## src/rtl/prog_clock_divider_if.sv

```systemverilog
// Control and output bundle for prog_clock_divider: per-channel enables and
// step requests, the shared configuration write port, and the divided outputs.
interface prog_clock_divider_if #(
    parameter int CHANNELS  = 2,
    parameter int CNT_WIDTH = 16
);
    logic [CHANNELS-1:0]  enable;
    logic [CHANNELS-1:0]  step;
    logic                 wr_en;
    logic [2:0]           wr_ch;
    logic [CNT_WIDTH-1:0] wr_half;
    logic                 wr_mode;
    logic [CHANNELS-1:0]  clk_out;
    logic [CHANNELS-1:0]  tick;
    logic [CHANNELS-1:0]  pending;

    modport master (
        output enable, step, wr_en, wr_ch, wr_half, wr_mode,
        input  clk_out, tick, pending
    );

    modport slave (
        input  enable, step, wr_en, wr_ch, wr_half, wr_mode,
        output clk_out, tick, pending
    );
endinterface

```

## src/rtl/prog_clock_divider.sv

```systemverilog
// Multi-channel programmable clock divider with glitch-free divisor updates,
// free-run and single-step modes, and rising-edge strobes in the CLK_IN domain.
module prog_clock_divider #(
    parameter int CHANNELS   = 2,
    parameter int CNT_WIDTH  = 16,
    parameter int RESET_HALF = 39
) (
    input  logic                 CLK_IN,
    input  logic                 RST_N,
    prog_clock_divider_if.slave  bus
);

    typedef enum logic [1:0] {IDLE, RUN, SHOT, STOP} ch_state_t;

    for (genvar i = 0; i < CHANNELS; i++) begin : g_ch
        ch_state_t            state_q;
        logic [CNT_WIDTH-1:0] count_q;
        logic [CNT_WIDTH-1:0] half_q;
        logic [CNT_WIDTH-1:0] p_half_q;
        logic                 mode_q;
        logic                 p_mode_q;
        logic                 pend_q;
        logic                 clk_q;
        logic                 tick_q;
        logic                 shot_low_q;

        logic wr_hit, active, bnd, trunc, fall, rise;
        logic shot_end, real_rise, to_idle, apply;

        assign wr_hit    = bus.wr_en && (bus.wr_ch == 3'(i));
        assign active    = (state_q != IDLE);
        assign bnd       = (count_q == half_q);
        // Disabling during a low phase cuts it short; a high phase always completes.
        assign trunc     = active && !bus.enable[i] && !clk_q;
        assign fall      = active && !trunc && bnd && clk_q;
        assign rise      = active && !trunc && bnd && !clk_q;
        assign shot_end  = rise && (state_q == SHOT) && shot_low_q;
        assign real_rise = rise && !shot_end;
        assign to_idle   = trunc || (fall && !bus.enable[i]) || shot_end;
        assign apply     = pend_q && (to_idle || real_rise || !active);

        always_ff @(posedge CLK_IN or negedge RST_N) begin
            if (!RST_N) begin
                state_q    <= IDLE;
                count_q    <= '0;
                half_q     <= CNT_WIDTH'(RESET_HALF);
                p_half_q   <= CNT_WIDTH'(RESET_HALF);
                mode_q     <= 1'b0;
                p_mode_q   <= 1'b0;
                pend_q     <= 1'b0;
                clk_q      <= 1'b0;
                tick_q     <= 1'b0;
                shot_low_q <= 1'b0;
            end else begin
                tick_q <= real_rise;

                case (state_q)
                    IDLE: begin
                        count_q    <= '0;
                        clk_q      <= 1'b0;
                        shot_low_q <= 1'b0;
                        if (bus.enable[i] && !mode_q) begin
                            state_q <= RUN;
                        end else if (bus.enable[i] && mode_q && bus.step[i]) begin
                            state_q <= SHOT;
                        end
                    end
                    default: begin
                        if (to_idle) begin
                            state_q <= IDLE;
                            count_q <= '0;
                            clk_q   <= 1'b0;
                        end else if (fall) begin
                            count_q <= '0;
                            clk_q   <= 1'b0;
                            if (state_q == SHOT) begin
                                shot_low_q <= 1'b1;
                            end else begin
                                state_q <= RUN;
                            end
                        end else if (real_rise) begin
                            count_q <= '0;
                            clk_q   <= 1'b1;
                        end else begin
                            count_q <= count_q + 1'b1;
                            if (!bus.enable[i]) begin
                                state_q <= STOP;
                            end else if (state_q == STOP) begin
                                state_q <= RUN;
                            end
                        end
                    end
                endcase

                // A same-edge write lands after the apply so it waits for the next boundary.
                if (apply) begin
                    half_q <= p_half_q;
                    mode_q <= p_mode_q;
                    pend_q <= 1'b0;
                end
                if (wr_hit) begin
                    if (!active) begin
                        half_q <= bus.wr_half;
                        mode_q <= bus.wr_mode;
                        pend_q <= 1'b0;
                    end else begin
                        p_half_q <= bus.wr_half;
                        p_mode_q <= bus.wr_mode;
                        pend_q   <= 1'b1;
                    end
                end
            end
        end

        assign bus.clk_out[i] = clk_q;
        assign bus.tick[i]    = tick_q;
        assign bus.pending[i] = pend_q;
    end

endmodule
```

## src/flat_wrapper.sv

```systemverilog
// flat-port wrapper written by rule: the top's interface ports become plain ports
module prog_clock_divider_flat 
#(
    parameter int CHANNELS   = 2,
    parameter int CNT_WIDTH  = 16,
    parameter int RESET_HALF = 39
)
  (CLK_IN, RST_N, bus_enable, bus_step, bus_wr_en, bus_wr_ch, bus_wr_half, bus_wr_mode, bus_clk_out, bus_tick, bus_pending);
  prog_clock_divider_if #(.CHANNELS(CHANNELS), .CNT_WIDTH(CNT_WIDTH)) bus_i ();
  input  logic CLK_IN;
  input  logic RST_N;
  input wire logic [$bits(bus_i.enable)-1:0] bus_enable;
  input wire logic [$bits(bus_i.step)-1:0] bus_step;
  input wire logic [$bits(bus_i.wr_en)-1:0] bus_wr_en;
  input wire logic [$bits(bus_i.wr_ch)-1:0] bus_wr_ch;
  input wire logic [$bits(bus_i.wr_half)-1:0] bus_wr_half;
  input wire logic [$bits(bus_i.wr_mode)-1:0] bus_wr_mode;
  output wire logic [$bits(bus_i.clk_out)-1:0] bus_clk_out;
  output wire logic [$bits(bus_i.tick)-1:0] bus_tick;
  output wire logic [$bits(bus_i.pending)-1:0] bus_pending;
  assign bus_i.enable = bus_enable;
  assign bus_i.step = bus_step;
  assign bus_i.wr_en = bus_wr_en;
  assign bus_i.wr_ch = bus_wr_ch;
  assign bus_i.wr_half = bus_wr_half;
  assign bus_i.wr_mode = bus_wr_mode;
  assign bus_clk_out = bus_i.clk_out;
  assign bus_tick = bus_i.tick;
  assign bus_pending = bus_i.pending;
  prog_clock_divider #(.CHANNELS(CHANNELS), .CNT_WIDTH(CNT_WIDTH), .RESET_HALF(RESET_HALF)) u_core (.CLK_IN(CLK_IN), .RST_N(RST_N), .bus(bus_i));
endmodule
```

## config.mk

```make
export PLATFORM = sky130hd
export DESIGN_NAME = prog_clock_divider_flat
export DESIGN_NICKNAME = d
export VERILOG_FILES = /design/src/rtl/prog_clock_divider_if.sv /design/src/rtl/prog_clock_divider.sv /design/src/flat_wrapper.sv
export SDC_FILE = /design/constraint.sdc
export NUM_CORES = 1
export LEC_CHECK = 0
export ABC_CLOCK_PERIOD_IN_PS = 2800
export BUFFER_PORTS_ARGS = -buffer_cell sky130_fd_sc_hd__buf_2
export CELL_PAD_IN_SITES_DETAIL_PLACEMENT = 0
export CELL_PAD_IN_SITES_GLOBAL_PLACEMENT = 1
export CORE_ASPECT_RATIO = 0.8
export CORE_UTILIZATION = 48
export CTS_CLUSTER_DIAMETER = 50
export DETAILED_ROUTE_END_ITERATION = 6
export PLACE_DENSITY = 0.77
export REMOVE_ABC_BUFFERS = 1
export SYNTH_ARGS = -nofsm -noshare
export SYNTH_HDL_FRONTEND = slang
export SYNTH_SLANG_ARGS = --single-unit
```

## constraint.sdc

```tcl
create_clock -name CLK_IN -period 2.8 [get_ports CLK_IN]
set_clock_uncertainty 0.15 [all_clocks]
set_input_delay 0.56 -clock CLK_IN [delete_from_list [all_inputs] [get_ports CLK_IN]]
set_output_delay 0.56 -clock CLK_IN [all_outputs]
set_load 0.03 [all_outputs]
```

# Word-level counts from Yosys, hierarchy flattened
# Cells that the tools add are included.
[classes] n_addsub=2 n_eq_ne=17 mux=60 n_reduce_logical=69
[ops] operator="$mux 16" count=14
[ops] operator="$mux 2" count=18
[ops] operator="$add 16x1->16 const B" count=2
[ops] operator="$eq 16x16->1" count=2
[ops] operator="$logic_and 1x1->1" count=30
[ops] operator="$mux 1" count=28
[ops] operator="$reduce_bool 2->1" count=8
[ops] operator="$logic_not 1->1" count=12
[ops] operator="$ne 5x1->1 const B" count=2
[ops] operator="$eq 2x2->1 const B" count=4
[ops] operator="$logic_or 1x1->1" count=8
[ops] operator="$ne 4x3->1 const B" count=2
[ops] operator="$ne 4x4->1 const B" count=2
[ops] operator="$reduce_and 4->1" count=2
[ops] operator="$reduce_bool 4->1" count=2
[ops] operator="$ne 3x1->1 const B" count=2
[ops] operator="$reduce_and 3->1" count=2
[ops] operator="$logic_not 2->1" count=2
[ops] operator="$ne 2x2->1 const B" count=2
[ops] operator="$reduce_and 2->1" count=2
[ops] operator="$eq 3x1->1 const B" count=1
[ops] operator="$logic_not 3->1" count=1
[word_totals] regBits=112 out_inout_bits=6 elab_cells=168

# Longest topological paths before layout
[logic_depth] depth_word=17 depth_mapped=9 depth_no_buf=7

# Worst setup path before layout
# Ideal clock, no wire load.
[synth_path] kind="reg2reg" start="register u_core.g_ch[0].half_q[1]" end="register u_core.g_ch[0].pend_q" arrival_time_ps=2115 required_time_ps=2530 slack_ps=415 stages_incl_launch_ff=8 path_buffers=1 period_less_slack_ps=2385 cell_sequence="dfstp_2 > xnor2_1 > nand4_1 > or4b_4 > or2_1 > buf_6 > maj3_2 > a31o_1"
[synth_via] elab_chain_cells=11
[synth_lines] item="start: declaration" line="prog_clock_divider.sv:18" text="logic [CNT_WIDTH-1:0] half_q;"
[synth_lines] item="start signal: assignment" line="prog_clock_divider.sv:46" text="half_q <= CNT_WIDTH'(RESET_HALF);"
[synth_lines] item="start signal: assignment" line="prog_clock_divider.sv:97" text="half_q <= p_half_q;"
[synth_lines] item="start signal: assignment" line="prog_clock_divider.sv:103" text="half_q <= bus.wr_half;"
[synth_lines] item="$eq 16x16->1 (*)" line="prog_clock_divider.sv:32" text="assign bnd = (count_q == half_q);"
[synth_lines] item="$logic_and 1x1->1 (*)" line="prog_clock_divider.sv:35, prog_clock_divider.sv:36"
[synth_lines] item="$logic_and 1x1->1" line="prog_clock_divider.sv:36" text="assign rise = active && !trunc && bnd && !clk_q;"
[synth_lines] item="$logic_and 1x1->1 (2 in series)" line="prog_clock_divider.sv:37" text="assign shot_end = rise && (state_q == SHOT) && shot_low_q;"
[synth_lines] item="$logic_not 1->1" line="prog_clock_divider.sv:38" text="assign real_rise = rise && !shot_end;"
[synth_lines] item="$logic_and 1x1->1" line="prog_clock_divider.sv:38"
[synth_lines] item="$logic_or 1x1->1 (*) (2 in series)" line="prog_clock_divider.sv:40" text="assign apply = pend_q && (to_idle || real_rise || !active);"
[synth_lines] item="$logic_and 1x1->1 (*)" line="prog_clock_divider.sv:40"
[synth_lines] item="$reduce_bool 2->1 (no source line) (*)"
[synth_lines] item="end signal: assignment" line="prog_clock_divider.sv:50" text="pend_q <= 1'b0;"
[synth_lines] item="end signal: assignment" line="prog_clock_divider.sv:99" text="pend_q <= 1'b0;"
[synth_lines] item="end signal: assignment" line="prog_clock_divider.sv:105" text="pend_q <= 1'b0;"
[synth_lines] item="end: declaration" line="prog_clock_divider.sv:22" text="logic pend_q;"
# Mark *: on every way between the ends. The rest lies on a longest branch, timed or not.
# A chain may end at the register's enable or synchronous reset.

# Worst setup path in the final report
# Same ends and word-level chain as after synthesis.

==> summary.md <==
| Metric | Value |
|---|---|
| Post-synth top flop | `dfrtp_1` |
| Vias in the first global route | `4,210` |
| Number of DRC markers in iteration 0 | `293` |
| Leak | `about 2.8 nW` |
| Most frequent cells in the layout | `96 x dfrtp_1, 82 x nor2_1, 74 x nand2_1` |
| CTS sink count | `112` |
| Top cells by area, synth | `dfrtp_1 42%, dfstp_2 7.4%, nor2_1 5.4%` |
| Gr usage total | `22.9%` |
| Placed Instances | `760` |
| Most common cell after layout, fill and taps aside | `dfrtp_1` |
| Layout filler cell count | `around 1,000` |
| RSZ-0062 raised after global routing | `no` |
| Critical path startpoint category | `flip-flop` |
| Synthesized netlist cell count | `597` |
| Post-CTS Setup Bufs | `0` |
| Mean Syn Cell Area | `approximately 9.5 sq um` |
| Clock root buffer | `clkbuf_16` |
| Seq cells post-synth | `about 110` |
| Register area | `0.00282 sq mm` |
| Initial antenna violation count | `0` |
| Max IR drop VDD | `around 0.00046 V` |
| GR peak layer | `met1` |
| Post-synth EDFFs | `0` |
| Post-synth top area cell | `dfrtp_1` |
| Multi-input gate area | `0.00261 sq mm` |
| Slew @ Worst Pin | `roughly 1300 ps` |
| Post-synthesis cell area | `0.00566 sq mm` |
| Core ar. | `about 0.011 sq mm` |
| Die width | `123 um` |
| Async S/R FF share, synth | `100%` |
| Total die area | `0.0122 sq mm` |
| Rows | `35` |
| Starting Density | `49.3%` |
| Crit Path Class | `flip-flop to flip-flop` |
| Num CTS Buffers | `9` |
| Slew HR | `12.1%` |
| Largest family of logic cells by synthesized area | `simple AND/OR/NAND/NOR gates` |
| Final Hold Fails | `0` |
| First-pass DRT Iterations | `5` |
| IO Pins | `33` |
| Non-Filler Instances | `777` |
| Cts repair resizes | `0` |
| Grt met1 use | `34.7%` |
| WL final | `13,000 um` |
| Yosys top cell area share | `42.5%` |
| # setup viols final | `0` |
| Worst-path clk slew | `80 ps` |
| Critical Path RT | `2890 ps` |
| Fin crit period | `2570 ps` |
| Max clock buf depth | `2` |
| DRC errors left | `0` |
| Synthesis warning total | `0` |
| Placed Instance Area | `0.00597 sq mm` |
| Synth Area in XOR/XNOR | `under 10%` |
| Sequential fraction of the synthesis area | `49.9%` |
| Met2 usage | `33.4%` |
| Hold Buf Count CTS | `1` |
| Final GP Congestion | `0.837` |
| # Max-Cap Violations | `0` |
| Worst EP arrival | `2660 ps` |
| Crit. End Element | `flip-flop` |
| Post-Synth Simple-Gate Area | `20.0%` |
| Synth Area in Compound Gates | `12.3%` |
| PortBufs | `32` |
| Adder-cell area share of the yosys netlist | `less than 1%` |
| Post-route antenna net violation count | `0` |
| CTS tree | `yes` |
| Gr ovfl total | `0` |
| Fin crit share | `between 90 and 100%` |
| Status | `completed` |
| Power Dens Cells | `835 mW/mm^2` |
| Setup tns final | `0 ps` |
| Unique masters post-synth | `between 40 and 50` |
| Max FO, Critical Path | `9` |
| Final WS setup | `231 ps` |
| Layout cells sized above 1 | `17.5%` |
| Post-place setup slack | `around 260 ps` |
| Max Slew Vio Count | `0` |
| Area delta synth->final | `11.3%` |
| Grt met3 use | `under 10%` |
| Largest net degree at the start of global routing | `71` |
| Ant diodes | `0` |
| H-tree Lvls | `3` |
| Via density per instance | `5.64` |
| FMAX | `around 390 MHz` |
| Via count | `around 4,400` |
| Hold/Removal Path Class | `input port to flip-flop` |
| First-pass GRT wire length | `21,500 um` |
| Die Y-Extent | `99.1 um` |
| WL/cell | `16.7 um` |
| Final Cell Area | `0.00629 sq mm` |
| Final Net Count | `653` |
| Detail Placement HPWL | `9060 um` |
| Worst skew pair latency | `around 360 ps` |
| Mux contribution to synthesized area | `3.56%` |
-- logic make-up after synthesis --
family          after synthesis
mux                          18
xor+xnor                     58
compound gates              110
flops                       112
buf+inv                      45
fa+ha+maj                     4
simple gates                250
-- path summary, 6_finish.rpt --
kind	start	end	slack [ps]	cells past startpoint
worst max-delay path	u_core.g_ch[0].half_q[1]	u_core.g_ch[0].pend_q	230	6
worst min-delay path	bus_wr_half[5]	u_core.g_ch[0].p_half_q[5]	280	3
worst max register to register	u_core.g_ch[0].half_q[1]	u_core.g_ch[0].pend_q	230	6
worst min register to register	u_core.g_ch[0].p_half_q[2]	u_core.g_ch[0].p_half_q[2]	310	2
max in group asynchronous	RST_N	u_core.g_ch[0].half_q[2]	1380	3
min in group asynchronous	RST_N	u_core.g_ch[1].shot_low_q	450	2
-- per-layer routing --
| layer | part of all wire (%) | up-vias |
|---|---|---|
| li1 | - | 2122 |
| met1 | 51 | 2156 |
| met3 | 4.4 | 14 |
| met5 | 0 | - |
| met2 | 44 | 94 |
| met4 | 0.89 | 0 |
-- worst max-delay path: stages, from the launching register on --
cell and delay, ps:
dfstp_2 540, xnor2_1 110, nand4_1 170, or4b_4 560
or2_1 350, maj3_2 350, a31o_1 230
-- Yosys cell counts, drive strengths merged, types with 2 or more instances --
cell and instances:
a2111o 2, a2111oi 3, a211oi 5, a21oi 9, a31oi 35, and2 2
and3 15, buf 18, clkbuf 16, dfrtp 96, dfstp 16, ha 2
inv 10, maj3 2, mux2 17, nand2 74, nand3 47, nand4 8
nor2 82, nor2b 2, nor3 8, nor4 3, o21a 2, o21ai 47
o31ai 3, or3 4, xnor2 33, xor2 25
-- sequential cells by signal (all words and copies together), names as in the netlist --
| signal | count |
|---|---|
| u_core.g_ch.clk_q | 2 |
| u_core.g_ch.count_q | 32 |
| u_core.g_ch.half_q | 32 |
| u_core.g_ch.mode_q | 2 |
| u_core.g_ch.p_half_q | 32 |
| u_core.g_ch.p_mode_q | 2 |
| u_core.g_ch.pend_q | 2 |
| u_core.g_ch.shot_low_q | 2 |
| u_core.g_ch.state_q | 4 |
| u_core.g_ch.tick_q | 2 |
-- report_power, final --
| group | internal, mW | switching (mW) | total [mW] |
|---|---|---|---|
| Clock | 0.717 | 0.645 | 1.36 |
| Sequential | 2.21 | 0.373 | 2.58 |
| Combinational | 0.621 | 0.686 | 1.31 |
| Total | 3.55 | 1.70 | 5.25 |
-- area by class of cell --
type | instances | area share, %
inverters | 11 | 0.656
repair buffers | 50 | 5.17
multi-input cells | 440 | 41.4
clock inverters | 7 | 1.37
well taps | 148 | 2.94
flip-flops and latches | 112 | 44.9
clock buffers | 9 | 3.58
-- through the flow --
stage | utilization, % | power [mW] | hold slack, ps
2_1_floorplan | - | 3.46 | 114
3_3_place_gp | 52.0 | 3.85 | 284
3_5_place_dp | 52.0 | 3.90 | 283
4_1_cts | 54.8 | 5.29 | 272
5_1_grt | 54.8 | 5.58 | 280
6_report | 54.8 | 5.25 | 277
Power figures use the tool's default switching activity.
